[config.mk]
export PLATFORM = sky130hd
export DESIGN_NAME = coffee_dispense_ctrl
export DESIGN_NICKNAME = d
export VERILOG_FILES = /design/src/rtl/coffee_pkg.sv /design/src/rtl/phase_timer.sv /design/src/rtl/coffee_dispense_ctrl.sv
export SDC_FILE = /design/constraint.sdc
export NUM_CORES = 1
export LEC_CHECK = 0
export ABC_AREA = 0
export BUFFER_PORTS_ARGS = -buffer_cell sky130_fd_sc_hd__buf_4
export CAP_MARGIN = 20
export CORE_ASPECT_RATIO = 1.25
export CORE_UTILIZATION = 40
export DETAILED_ROUTE_END_ITERATION = 8
export HOLD_SLACK_MARGIN = 0.03
export SLEW_MARGIN = 20
export SYNTH_ARGS = -nofsm -noshare
export SYNTH_HDL_FRONTEND = slang
export SYNTH_SLANG_ARGS = --single-unit
[constraint.sdc]
create_clock -name clk -period 5.4 [get_ports clk]
set_clock_uncertainty 0.2 [all_clocks]
set_input_delay 0.54 -clock clk [delete_from_list [all_inputs] [get_ports clk]]
set_output_delay 0.54 -clock clk [all_outputs]
set_load 0.05 [all_outputs]
[src/rtl/coffee_pkg.sv]
// Shared types and constants for the coffee dispense sequencer.
package coffee_pkg;

  typedef enum logic [2:0] {
    IDLE  = 3'd0,
    GRIND = 3'd1,
    HEAT  = 3'd2,
    POUR  = 3'd3,
    DONE  = 3'd4
  } disp_state_t;

  typedef logic [1:0] strength_t;

  localparam logic ERR_NONE  = 1'b0;
  localparam logic ERR_ABORT = 1'b1;

endpackage

[src/rtl/phase_timer.sv]
// Loadable down-counter shared by all dispense phases; expired_c flags a zero count.
module phase_timer #(
  parameter int unsigned W = 16
) (
  input  logic         clk,
  input  logic         rst_n,
  input  logic         load,
  input  logic [W-1:0] load_val,
  output logic         expired_c
);

  logic [W-1:0] cnt_q;

  always_ff @(posedge clk or negedge rst_n) begin
    if (!rst_n) begin
      cnt_q <= '0;
    end else if (load) begin
      cnt_q <= load_val;
    end else if (cnt_q != '0) begin
      cnt_q <= cnt_q - W'(1);
    end
  end

  assign expired_c = (cnt_q == '0);

endmodule

[src/rtl/coffee_dispense_ctrl.sv]
// Multi-spout dispense sequencer: grind -> heat -> pour -> completion callback.
// Optional cup sensing is enabled by defining CUP_SENSE_EN.
module coffee_dispense_ctrl
  import coffee_pkg::*;
#(
  parameter int unsigned NUM_CH       = 2,
  parameter int unsigned TIMER_W      = 16,
  parameter int unsigned GRIND_CYCLES = 200,
  parameter int unsigned HEAT_TIMEOUT = 1000,
  parameter int unsigned POUR_BASE    = 100,
  localparam int unsigned CH_W        = (NUM_CH > 1) ? $clog2(NUM_CH) : 1
) (
  input  logic              clk,
  input  logic              rst_n,
  input  logic              disp_valid,
  output logic              disp_ready,
  input  logic [CH_W-1:0]   disp_ch,
  input  strength_t         disp_strength,
  input  logic              temp_ok,
`ifdef CUP_SENSE_EN
  input  logic [NUM_CH-1:0] cup_present,
`endif
  output logic              grinder_on,
  output logic              heater_on,
  output logic [NUM_CH-1:0] valve_on,
  output logic              done_valid,
  output logic [CH_W-1:0]   done_ch,
  output logic              done_err,
  input  logic              done_ack
);

  disp_state_t        state_q, state_d;
  logic [CH_W-1:0]    ch_q, ch_d, done_ch_d;
  strength_t          str_q, str_d;
  logic               err_d;
  logic               tmr_load, tmr_expired_c;
  logic [TIMER_W-1:0] tmr_val, pour_len_c;
  logic               bad_ch_c, cup_ok_c, cup_now_c;
  logic [NUM_CH-1:0]  valve_d;

  phase_timer #(.W(TIMER_W)) u_timer (
    .clk       (clk),
    .rst_n     (rst_n),
    .load      (tmr_load),
    .load_val  (tmr_val),
    .expired_c (tmr_expired_c)
  );

  assign bad_ch_c   = (int'(disp_ch) >= NUM_CH);
  assign pour_len_c = TIMER_W'(POUR_BASE) * (TIMER_W'(str_q) + TIMER_W'(1));

  // A bad channel never reaches the cup lookup; it goes straight to an error callback.
`ifdef CUP_SENSE_EN
  assign cup_ok_c  = bad_ch_c ? 1'b1 : cup_present[disp_ch];
  assign cup_now_c = cup_present[ch_q];
`else
  assign cup_ok_c  = 1'b1;
  assign cup_now_c = 1'b1;
`endif

  // Next-state, latch and timer-load decisions.
  always_comb begin
    state_d   = state_q;
    ch_d      = ch_q;
    str_d     = str_q;
    err_d     = done_err;
    done_ch_d = done_ch;
    tmr_load  = 1'b0;
    tmr_val   = '0;
    unique case (state_q)
      IDLE: begin
        if (disp_valid && cup_ok_c) begin
          ch_d  = disp_ch;
          str_d = disp_strength;
          if (bad_ch_c) begin
            state_d   = DONE;
            err_d     = ERR_ABORT;
            done_ch_d = disp_ch;
          end else begin
            state_d  = GRIND;
            tmr_load = 1'b1;
            tmr_val  = TIMER_W'(GRIND_CYCLES - 1);
          end
        end
      end
      GRIND: begin
        if (tmr_expired_c) begin
          state_d  = HEAT;
          tmr_load = 1'b1;
          tmr_val  = TIMER_W'(HEAT_TIMEOUT - 1);
        end
      end
      HEAT: begin
        // temp_ok wins over a simultaneous timeout.
        if (temp_ok) begin
          state_d  = POUR;
          tmr_load = 1'b1;
          tmr_val  = pour_len_c - TIMER_W'(1);
        end else if (tmr_expired_c) begin
          state_d   = DONE;
          err_d     = ERR_ABORT;
          done_ch_d = ch_q;
        end
      end
      POUR: begin
        if (!cup_now_c) begin
          state_d   = DONE;
          err_d     = ERR_ABORT;
          done_ch_d = ch_q;
        end else if (tmr_expired_c) begin
          state_d   = DONE;
          err_d     = ERR_NONE;
          done_ch_d = ch_q;
        end
      end
      DONE: begin
        if (done_ack) state_d = IDLE;
      end
      default: state_d = IDLE;
    endcase
  end

  assign valve_d = (state_d == POUR) ? (NUM_CH'(1) << ch_d) : '0;

  // Outputs are registered from the next state so they align with the state register.
  always_ff @(posedge clk or negedge rst_n) begin
    if (!rst_n) begin
      state_q    <= IDLE;
      ch_q       <= '0;
      str_q      <= '0;
      disp_ready <= 1'b1;
      grinder_on <= 1'b0;
      heater_on  <= 1'b0;
      valve_on   <= '0;
      done_valid <= 1'b0;
      done_ch    <= '0;
      done_err   <= 1'b0;
    end else begin
      state_q    <= state_d;
      ch_q       <= ch_d;
      str_q      <= str_d;
      disp_ready <= (state_d == IDLE);
      grinder_on <= (state_d == GRIND);
      heater_on  <= (state_d == HEAT) || (state_d == POUR);
      valve_on   <= valve_d;
      done_valid <= (state_d == DONE);
      done_ch    <= done_ch_d;
      done_err   <= err_d;
    end
  end

endmodule
==> results.toml, run 1 <==
[outcome]
status = "finished, final reports clean"

[detailed_routing]
drt_iter0_drc = 89
dr.pass1.iters = 4
via_per_inst = 5.41
wl_um = 3590
vias = 1276
wire_per_inst_um = 15.2
final_antenna_net_count = 0
drc_errors = 0

[sta]
hold_viol_final = 0
min_period_ns = 2.28
finalWorstSetupSlack_ns = 3.12
tns_ns = 0
maxSlewHeadroom_pct = 59.6
worst_pin_slew_ns = 0.604
fin_crit_sh_pct = 42.2
setup_viol = 0
grt_setup_unrepaired = "no"
drv_slew = 0
max_clock_freq_ghz = 0.439

[power_and_ir_drop]
p_int_uw = 653
ir_worst_vdd_v = 0.000208
finalPower_mw = 1.13
power_frac_seq_pct = 37.9
clockPowerShare_pct = 20.0
power_density_nw_per_um2 = 588
p_sw_share_pct = 41.9
switchingPower_uw = 472
leakage_nw = 0.818
combPwrFrac_pct = 42.0

[synth]
synth_cells = 164
async_reset_ff_share_pct = 100
synthMuxAreaShare_pct = 1.96
synth_top_area_share_pct = 43.8
ys_seq_elements = 30
syn_area_um2 = 1660
synth_edf_count = 0
synth.distinct_cells = 48
ys.warnings.count = 0
synth_ff_type = "dfrtp_1"
synth_compound_area_share_pct = 14.0
syn-num-nets = 180
avgSynthCellArea_um2 = 10.1
synthSimpleGateAreaFrac_pct = 22.3
synth-xor-area-share_pct = 6.87
yosysTopAreaCell = "dfrtp_1"
synth_fa_ha_area_share_pct = 6.04
ys_seq_area_share_pct = 45.4
synth_top_family_by_area = "simple AND/OR/NAND/NOR gates"
synthTopCellsByArea = "dfrtp_1, ha_1, xnor2_1"

[clocking]
cts.repair.resized = 0
cts_made_buffers = 5
clkLatencyLatePin_ns = 0.28
cts-root-buf = "clkbuf_8"
cts_setup_buffers = 0
clkTransAtPathRegs_ns = 0.07
cts_tree = "yes"
htree_levels = 2
clk_path_buf_depth = 2
clock_sinks = 30

[critical_path]
crit_buf_inv = 0
critPathKind = "reg -> reg"
max_stage_delay_ns = 0.62
end_kind = "flop"
reg2reg_from = "state_q[0]$_DFF_PN0_"
cp_slowest_cell = "nor4b_2"
worstSetupStartpointType = "flop"
critPathRequiredTime_ns = 5.35
worstPathMaxFanout = 14
arrival_ns = 2.23
crit_family = "simple AND/OR/NAND/NOR gates"
cp-startpoint = "state_q[0]$_DFF_PN0_"
crit_chain = "nor4b_2, mux2_2, a2111oi_0"

[min_path]
hold_path.class = "in -> reg"
min_from = "disp_strength[0]"

[global_route]
grt_use_total_pct = 18.4
globalRouteOverflowTotal = 0
grt_pass1_vias = 1298
grt_max_degree = 31
antenna_found_initial = 0
grt_pass1_wl_um = 5980

[cells_and_area]
layout_commonest_cell = "dfrtp_1"
syn_to_final_growth_pct = 15.4
diodes = 0
nNetsFinal = 197
fin_util_pct = 49.3
mostFrequentLayoutCells = "dfrtp_1, nand2_1, buf_4"
layout-drive-gt1-share_pct = 18.1
design_area_um2 = 1910

[floorplan]
die_x_um = 59.6
core_region_area_um2 = 3880
initial_core_util_pct = 42.7
die-area_um2 = 4410
io_pins = 16
die_h_um = 74.0
rows = 25

[placed_design]
gp_congestion = 0.835
io_buffers = 15
dp_slack_ns = 3.12
placed_area_um2 = 1790
place_hpwl_um = 2630

[job]
drv.max_cap_violation_count = 0
## logic make-up after synthesis
family,count (synthesis)
and+or+nand+nor,64
AOI/OAI and AO/OA,36
DFF,30
xor gates and xnor gates,13
buffers and inverters,10
adders and majority gates,8
muxes,3
## Yosys cell counts, types with 3 or more instances
cell type   n
or4_1       3
nor2b_1     4
o21ai_0     9
o211ai_1    5
clkbuf_1    4
nand2b_1    3
inv_1       4
dfrtp_1    29
ha_1        8
nor3_1      9
nor2_1     10
xnor2_1     9
nand2_1    15
nor4_1      4
a21oi_1     6
xor2_1      4
## final timing paths
| path | to | slack, ns | cells after the start |
|---|---|---|---|
| min reg2reg | u_timer.cnt_q[1]$_DFFE_PN0P_ | 0.34 | 2 |
| max reg2reg | valve_on[0]$_DFF_PN0_ | 3.12 | 3 |
| min in group asynchronous | done_valid$_DFF_PN0_ | 0.53 | 2 |
| max in group asynchronous | disp_ready$_DFF_PN1_ | 4.16 | 2 |
| min | str_q[0]$_DFFE_PN0P_ | 0.27 | 3 |
| max | valve_on[0]$_DFF_PN0_ | 3.12 | 3 |
## power groups by stage
stage / combinational, mW / clock (mW) / sequential, mW
floorplan: 0.319 / 0 / 0.463
global placement: 0.469 / 0 / 0.424
detailed placement: 0.473 / 0 / 0.429
CTS: 0.477 / 0.227 / 0.426
global route: 0.529 / 0.238 / 0.440
finish: 0.473 / 0.226 / 0.427
## flip-flops by register name (all words and copies together), names as in the netlist
signal         count
state_q            3
str_q              2
ch_q               1
done_ch            1
disp_ready         1
valve_on           2
done_valid         1
done_err           1
u_timer.cnt_q     16
heater_on          1
grinder_on         1
## stage by stage
step / std cells / hold slack (ns)
finish: 236 / 0.265
global route: 236 / 0.304
CTS: 236 / 0.266
detailed placement: 227 / 0.294
global placement: 227 / 0.288
floorplan: 164 / 0.0444
## worst register-to-register path: cells and delay by family (launching register included)
kind / cells / cell delay (ns)
muxes: 1 / 0.42
DFF: 1 / 0.53
and+or+nand+nor: 1 / 0.63
AOI/OAI and AO/OA: 1 / 0.37
## routing by layer
layer  vias to the layer above  wire [um]  GRT usage [%]
li1                        623          -              -
met1                       622       1500           21.5
met2                        25       1920           31.0
met3                         6        110           4.17
met5                         -          0              0
met4                         0         62           10.1
## final cells by class
cell class / instances / area [um2]
clock buffer: 5 / 68.8
clock inverter: 3 / 40.0
fill: 393 / 1970
inverter: 4 / 15.0
multi-input combinational: 124 / 847
sequential: 30 / 752
tap: 54 / 67.6
timing repair buffer: 16 / 123
## repair_timing
item / CTS / global route
endpoints found under the setup margin: 0 / 0
hold endpoints to repair: 29 / 0
hold buffers: 1 / 0
Power figures use the tool's default switching activity.
==> run 2: changes to the inputs <==
clock period = 2.2 ns   (was 5.4 ns; I/O delays follow)
==> run 2 against run 1 <==
Compared with the run above: clock-buffer cell count unchanged; clock power up 140%; sequential cell count did not move; routed wire length rose by 4.0%; sequential power is 130% higher; worst hold slack got worse by 0.23 ns; first-iteration DRC count fell by 38%; combinational power grew to 2.9 times the previous value; global-route usage rose by 1.4 points; final area grew 8.8%; largest power group unchanged.
==> results.toml, run 2 (synthesis results as in run 1) <==
[cells_and_area]
stdcell_count = 255
nNetsFinal = 216
reg_top3 = "u_timer.cnt_q x16, state_q x3"
largest_register = "u_timer.cnt_q"
fin_util_pct = 53.7
layout_commonest_cell = "buf_4"
design_area_um2 = 2080
regArea_um2 = 752
layout-drive-gt1-share_pct = 26.4
n_fill_cell = 360
diodes = 0
mostFrequentLayoutCells = "buf_4, dfrtp_1, nand2_1"
syn_to_final_growth_pct = 25.6
largest_register_ffs = 16
multi_input_area_um2 = 866

[critical_path]
end_kind = "flop"
critPathKind = "reg -> reg"
critPathRequiredTime_ns = 2.16
ff2ff_path_depth = 5
arrival_ns = 2.07
worstSetupStartpointType = "flop"
worstPathMaxFanout = 5

[placed_design]
placed_area_um2 = 1900
io_buffers = 15
place_hpwl_um = 2780
gp_congestion = 0.832
dp_slack_ns = 0.00476
dp_cells = 241

[sta]
worst_pin_slew_ns = 0.468
grt_setup_unrepaired = "yes"
maxSlewHeadroom_pct = 68.5
fin_crit_sh_pct = 96.0
fin_hold_ws_ns = 0.0361
tns_ns = 0
drv_slew = 0
max_clock_freq_ghz = 0.474
finalWorstSetupSlack_ns = 0.0883
min_period_ns = 2.11
hold_viol_final = 0
setup_viol = 0

[power_and_ir_drop]
p_int_mw = 1.71
p_sw_share_pct = 41.3
leakage_nw = 0.914
clockPowerShare_pct = 18.8
power_density_nw_per_um2 = 1400
power_frac_seq_pct = 33.9
ir_worst_vdd_v = 0.000503
finalPower_mw = 2.91
combPwrFrac_pct = 47.3
switchingPower_mw = 1.20

[clocking]
clk_path_buf_depth = 2
cts-root-buf = "clkbuf_8"
htree_levels = 2
clkLatencyLatePin_ns = 0.29
cts_made_buffers = 5
clkTransAtPathRegs_ns = 0.07
clock_sinks = 30
cts_tree = "yes"

[global_route]
grtUsageMet3_pct = 4.87
grt_pass1_vias = 1366
met1_usage_pct = 22.3
top_usage_layer = "met2"
antenna_found_initial = 0
grt_pass1_wl_um = 6350
globalRouteOverflowTotal = 0
met2_usage_pct = 34.3
grt_max_degree = 31
grt_use_total_pct = 19.8

[floorplan]
die-area_um2 = 4410
core_region_area_um2 = 3880
rows = 25
initial_core_util_pct = 42.7
die_x_um = 59.6
die_h_um = 74.0
io_pins = 16

[min_path]
hold_depth = 3
hold_path.class = "in -> reg"

[detailed_routing]
final_antenna_net_count = 0
drt_iter0_drc = 55
wl_um = 3730
drc_errors = 0
via_per_inst = 5.32
dr.pass1.iters = 4
vias = 1357
wire_per_inst_um = 14.6

[outcome]
status = "finished, final reports clean"

[job]
drv.max_cap_violation_count = 0
-- run 2: changes by cell type in the layout (fill, tap and decap cells not counted) --
cell           delta
nor4_1            -1
nor2b_1           -1
dlygate4sd3_1     +3
o21ai_0           -1
buf_4            +16
o21ai_1           +1
nor2b_2           +1
nor4_2            +1
nor4b_2           +1
nor4b_1           -1
or4_1             -1
or4_4             +1
-- run 2: power by group through the flow --
stage	combinational [mW]	sequential, mW	clock, mW
after floorplan	0.784	1.14	0
after global placement	1.31	0.971	0
after detailed placement	1.34	0.981	0
after CTS	1.36	0.975	0.560
after global routing	1.51	1.01	0.591
final	1.37	0.984	0.548
-- run 2: worst paths after layout --
check,from,endpoint,slack (ns)
max,u_timer.cnt_q[4]$_DFFE_PN0P_,u_timer.cnt_q[13]$_DFFE_PN0P_,0.09
min,disp_valid,disp_ready$_DFF_PN1_,0.04
max reg2reg,u_timer.cnt_q[4]$_DFFE_PN0P_,u_timer.cnt_q[13]$_DFFE_PN0P_,0.09
min reg2reg,ch_q$_DFF_PN0_,done_ch$_DFFE_PN0P_,0.30
max in group asynchronous,rst_n,disp_ready$_DFF_PN1_,1.29
min in group asynchronous,rst_n,u_timer.cnt_q[12]$_DFFE_PN0P_,0.20
-- run 2: critical path, cell delays in order (launching register included) --
cell and delay (ns):
dfrtp_1 0.43, or4_4 0.59, nor4_2 0.36, and2b_1 0.19, xnor2_1 0.14, o21ai_2 0.08
-- run 2: layout make-up --
cell class,count,area share [%]
Sequential cell,30,36.1
Inverter,4,0.721
Clock buffer,5,3.31
Timing Repair Buffer,35,13.1
Tap cell,54,3.25
Multi-Input combinational cell,124,41.6
Clock inverter,3,1.92
-- run 2: layer usage --
layer	wire [um]	up-vias
met5	0	-
met4	104	0
met3	125	9
met2	1910	28
met1	1590	659
li1	-	661
-- run 2: timing repair --
action	4_1_cts	5_1_grt
resized for setup	1	4
hold buffers	4	0
hold endpoints to repair	33	0
endpoints found under the setup margin	1	15
pin swaps	0	1
setup buffers	0	2
==> run 3: changes to the inputs <==
clock period = 1.95 ns   (was 2.2 ns; I/O delays follow)
==> run 3 against run 2 <==
Compared with the run above: the flow now finishes with violations (negative setup slack); first-iteration DRC count is 18% higher; maximum frequency hardly changed; clock power is 4.0% lower; routed wire length is 20% higher; register-to-register slack worse by 0.25 ns; setup slack worse by 0.25 ns; sequential cell count stayed put; critical path type unchanged.
==> results.toml, run 3 (synthesis results as in run 1) <==
[outcome]
status = "complete, but fails checks"
violations = "negative setup slack"

[critical_path]
worstSetupStartpointType = "flop"
worstPathMaxFanout = 11
cp-startpoint = "u_timer.cnt_q[8]$_DFFE_PN0P_"
arrival_ns = 2.06
crit_chain = "or4_4, nor4_4, and2_4, or3_2, a31oi_1"
critPathRequiredTime_ns = 1.89
cp_slowest_cell = "or4_4"
critPathKind = "reg -> reg"
max_stage_delay_ns = 0.55
reg2reg_from = "u_timer.cnt_q[8]$_DFFE_PN0P_"
end_kind = "flop"

[clocking]
clk_path_buf_depth = 2
clkLatencyLatePin_ns = 0.28
cts_tree = "yes"
htree_levels = 2
cts-root-buf = "clkbuf_8"
clock_sinks = 30
clkTransAtPathRegs_ns = 0.07
cts_made_buffers = 5

[detailed_routing]
vias = 1483
met1_length_um = 1780
via_per_inst = 5.22
drt_iter0_drc = 65
dr.pass1.iters = 4
top_layer = "met4"
final_antenna_net_count = 0
wl_um = 4460
drc_errors = 0
routed-wl-met2_um = 2370
dr_wl_met3_um = 158
wire_per_inst_um = 15.7

[floorplan]
die_h_um = 74.0
die_x_um = 59.6
core_region_area_um2 = 3880
initial_core_util_pct = 42.7
io_pins = 16
rows = 25
die-area_um2 = 4410

[cells_and_area]
diodes = 0
largest_register_ffs = 16
design_area_um2 = 2400
largest_register = "u_timer.cnt_q"
mostFrequentLayoutCells = "buf_4, dfrtp_1, nand2_1"
layout-drive-gt1-share_pct = 39.6
syn_to_final_growth_pct = 44.9
n_fill_cell = 327
layout_commonest_cell = "buf_4"
reg_top3 = "u_timer.cnt_q x16, state_q x3"
nNetsFinal = 245

[min_path]
min_from = "disp_valid"
hold_path.class = "in -> reg"

[power_and_ir_drop]
finalPower_mw = 3.71
leakage_nw = 1.08
ir_worst_vdd_v = 0.000577
power_density_nw_per_um2 = 1540

[job]
drv.max_cap_violation_count = 0

[global_route]
grt_use_total_pct = 22.9
antenna_found_initial = 0
grt_max_degree = 31
globalRouteOverflowTotal = 0
grt_pass1_wl_um = 7350
grt_pass1_vias = 1604

[placed_design]
place_hpwl_um = 3140
dp_slack_ns = -0.159
placed_area_um2 = 2090
gp_congestion = 0.889
io_buffers = 15

[sta]
max_clock_freq_ghz = 0.473
grt_setup_unrepaired = "yes"
maxSlewHeadroom_pct = 74.0
hold_viol_final = 0
finalWorstSetupSlack_ns = -0.163
worst_pin_slew_ns = 0.390
drv_slew = 0
setup_viol = 21
fin_hold_ws_ns = 0.0594
fin_crit_sh_pct = 108
min_period_ns = 2.11
-- run 3: worst max-delay path: cells and delay by family, from the launching register on --
kind	cells	cell delay (ns)
compound gates	1	0.08
flops	1	0.42
simple gates	4	1.27
-- run 3: power by group --
part           total (mW)  leakage (nW)  internal [mW]  switching, mW
combinational        2.09         0.664          0.976           1.12
clock               0.526        0.0482          0.284          0.241
sequential           1.09         0.368          0.882          0.205
total                3.71          1.08           2.14           1.56
-- run 3: what timing repair did --
| item | in CTS | in global routing |
|---|---|---|
| endpoints found under the hold margin | 36 | 0 |
| buffers inserted | 2 | 2 |
| gates resized for setup | 16 | 11 |
| hold buffers | 7 | 0 |
| endpoints found under the setup margin | 22 | 26 |
| pin swaps | 4 | 1 |
-- run 3: final cells by class --
class | instances | area, um2 | area share, %
Tap cell | 54 | 67.6 | 2.81
Multi-Input combinational cell | 124 | 967 | 40.3
Inverter | 4 | 15.0 | 0.625
Clock inverter | 1 | 5.00 | 0.208
Sequential cell | 30 | 752 | 31.3
Timing Repair Buffer | 64 | 509 | 21.2
Clock buffer | 7 | 86.3 | 3.59
-- run 3: per-stage QoR --
| stage | TNS, ns | utilization [%] | cells |
|---|---|---|---|
| 2_1_floorplan | -0.569 | - | 164 |
| 3_3_place_gp | -1.08 | 53.9 | 265 |
| 3_5_place_dp | -1.66 | 53.9 | 265 |
| 4_1_cts | -1.22 | 60.5 | 282 |
| 5_1_grt | -3.37 | 61.9 | 284 |
| 6_report | -1.75 | 61.9 | 284 |
-- run 3: layer usage --
layer / track usage [%] / up-vias
met3: 6.61 / 13
met1: 24.4 / 713
li1: - / 720
met2: 39.8 / 37
met4: 13.7 / 0
met5: 0 / -
-- run 3: final timing paths --
path                                                end  slack (ns)  cells past startpoint
setup / recovery           u_timer.cnt_q[3]$_DFFE_PN0P_       -0.16                      5
hold / removal                     grinder_on$_DFF_PN0_        0.06                      3
setup reg to reg           u_timer.cnt_q[3]$_DFFE_PN0P_       -0.16                      5
hold reg to reg                     done_ch$_DFFE_PN0P_        0.33                      1
max in group asynchronous          disp_ready$_DFF_PN1_        1.05                      2
min in group asynchronous  u_timer.cnt_q[3]$_DFFE_PN0P_        0.18                      2
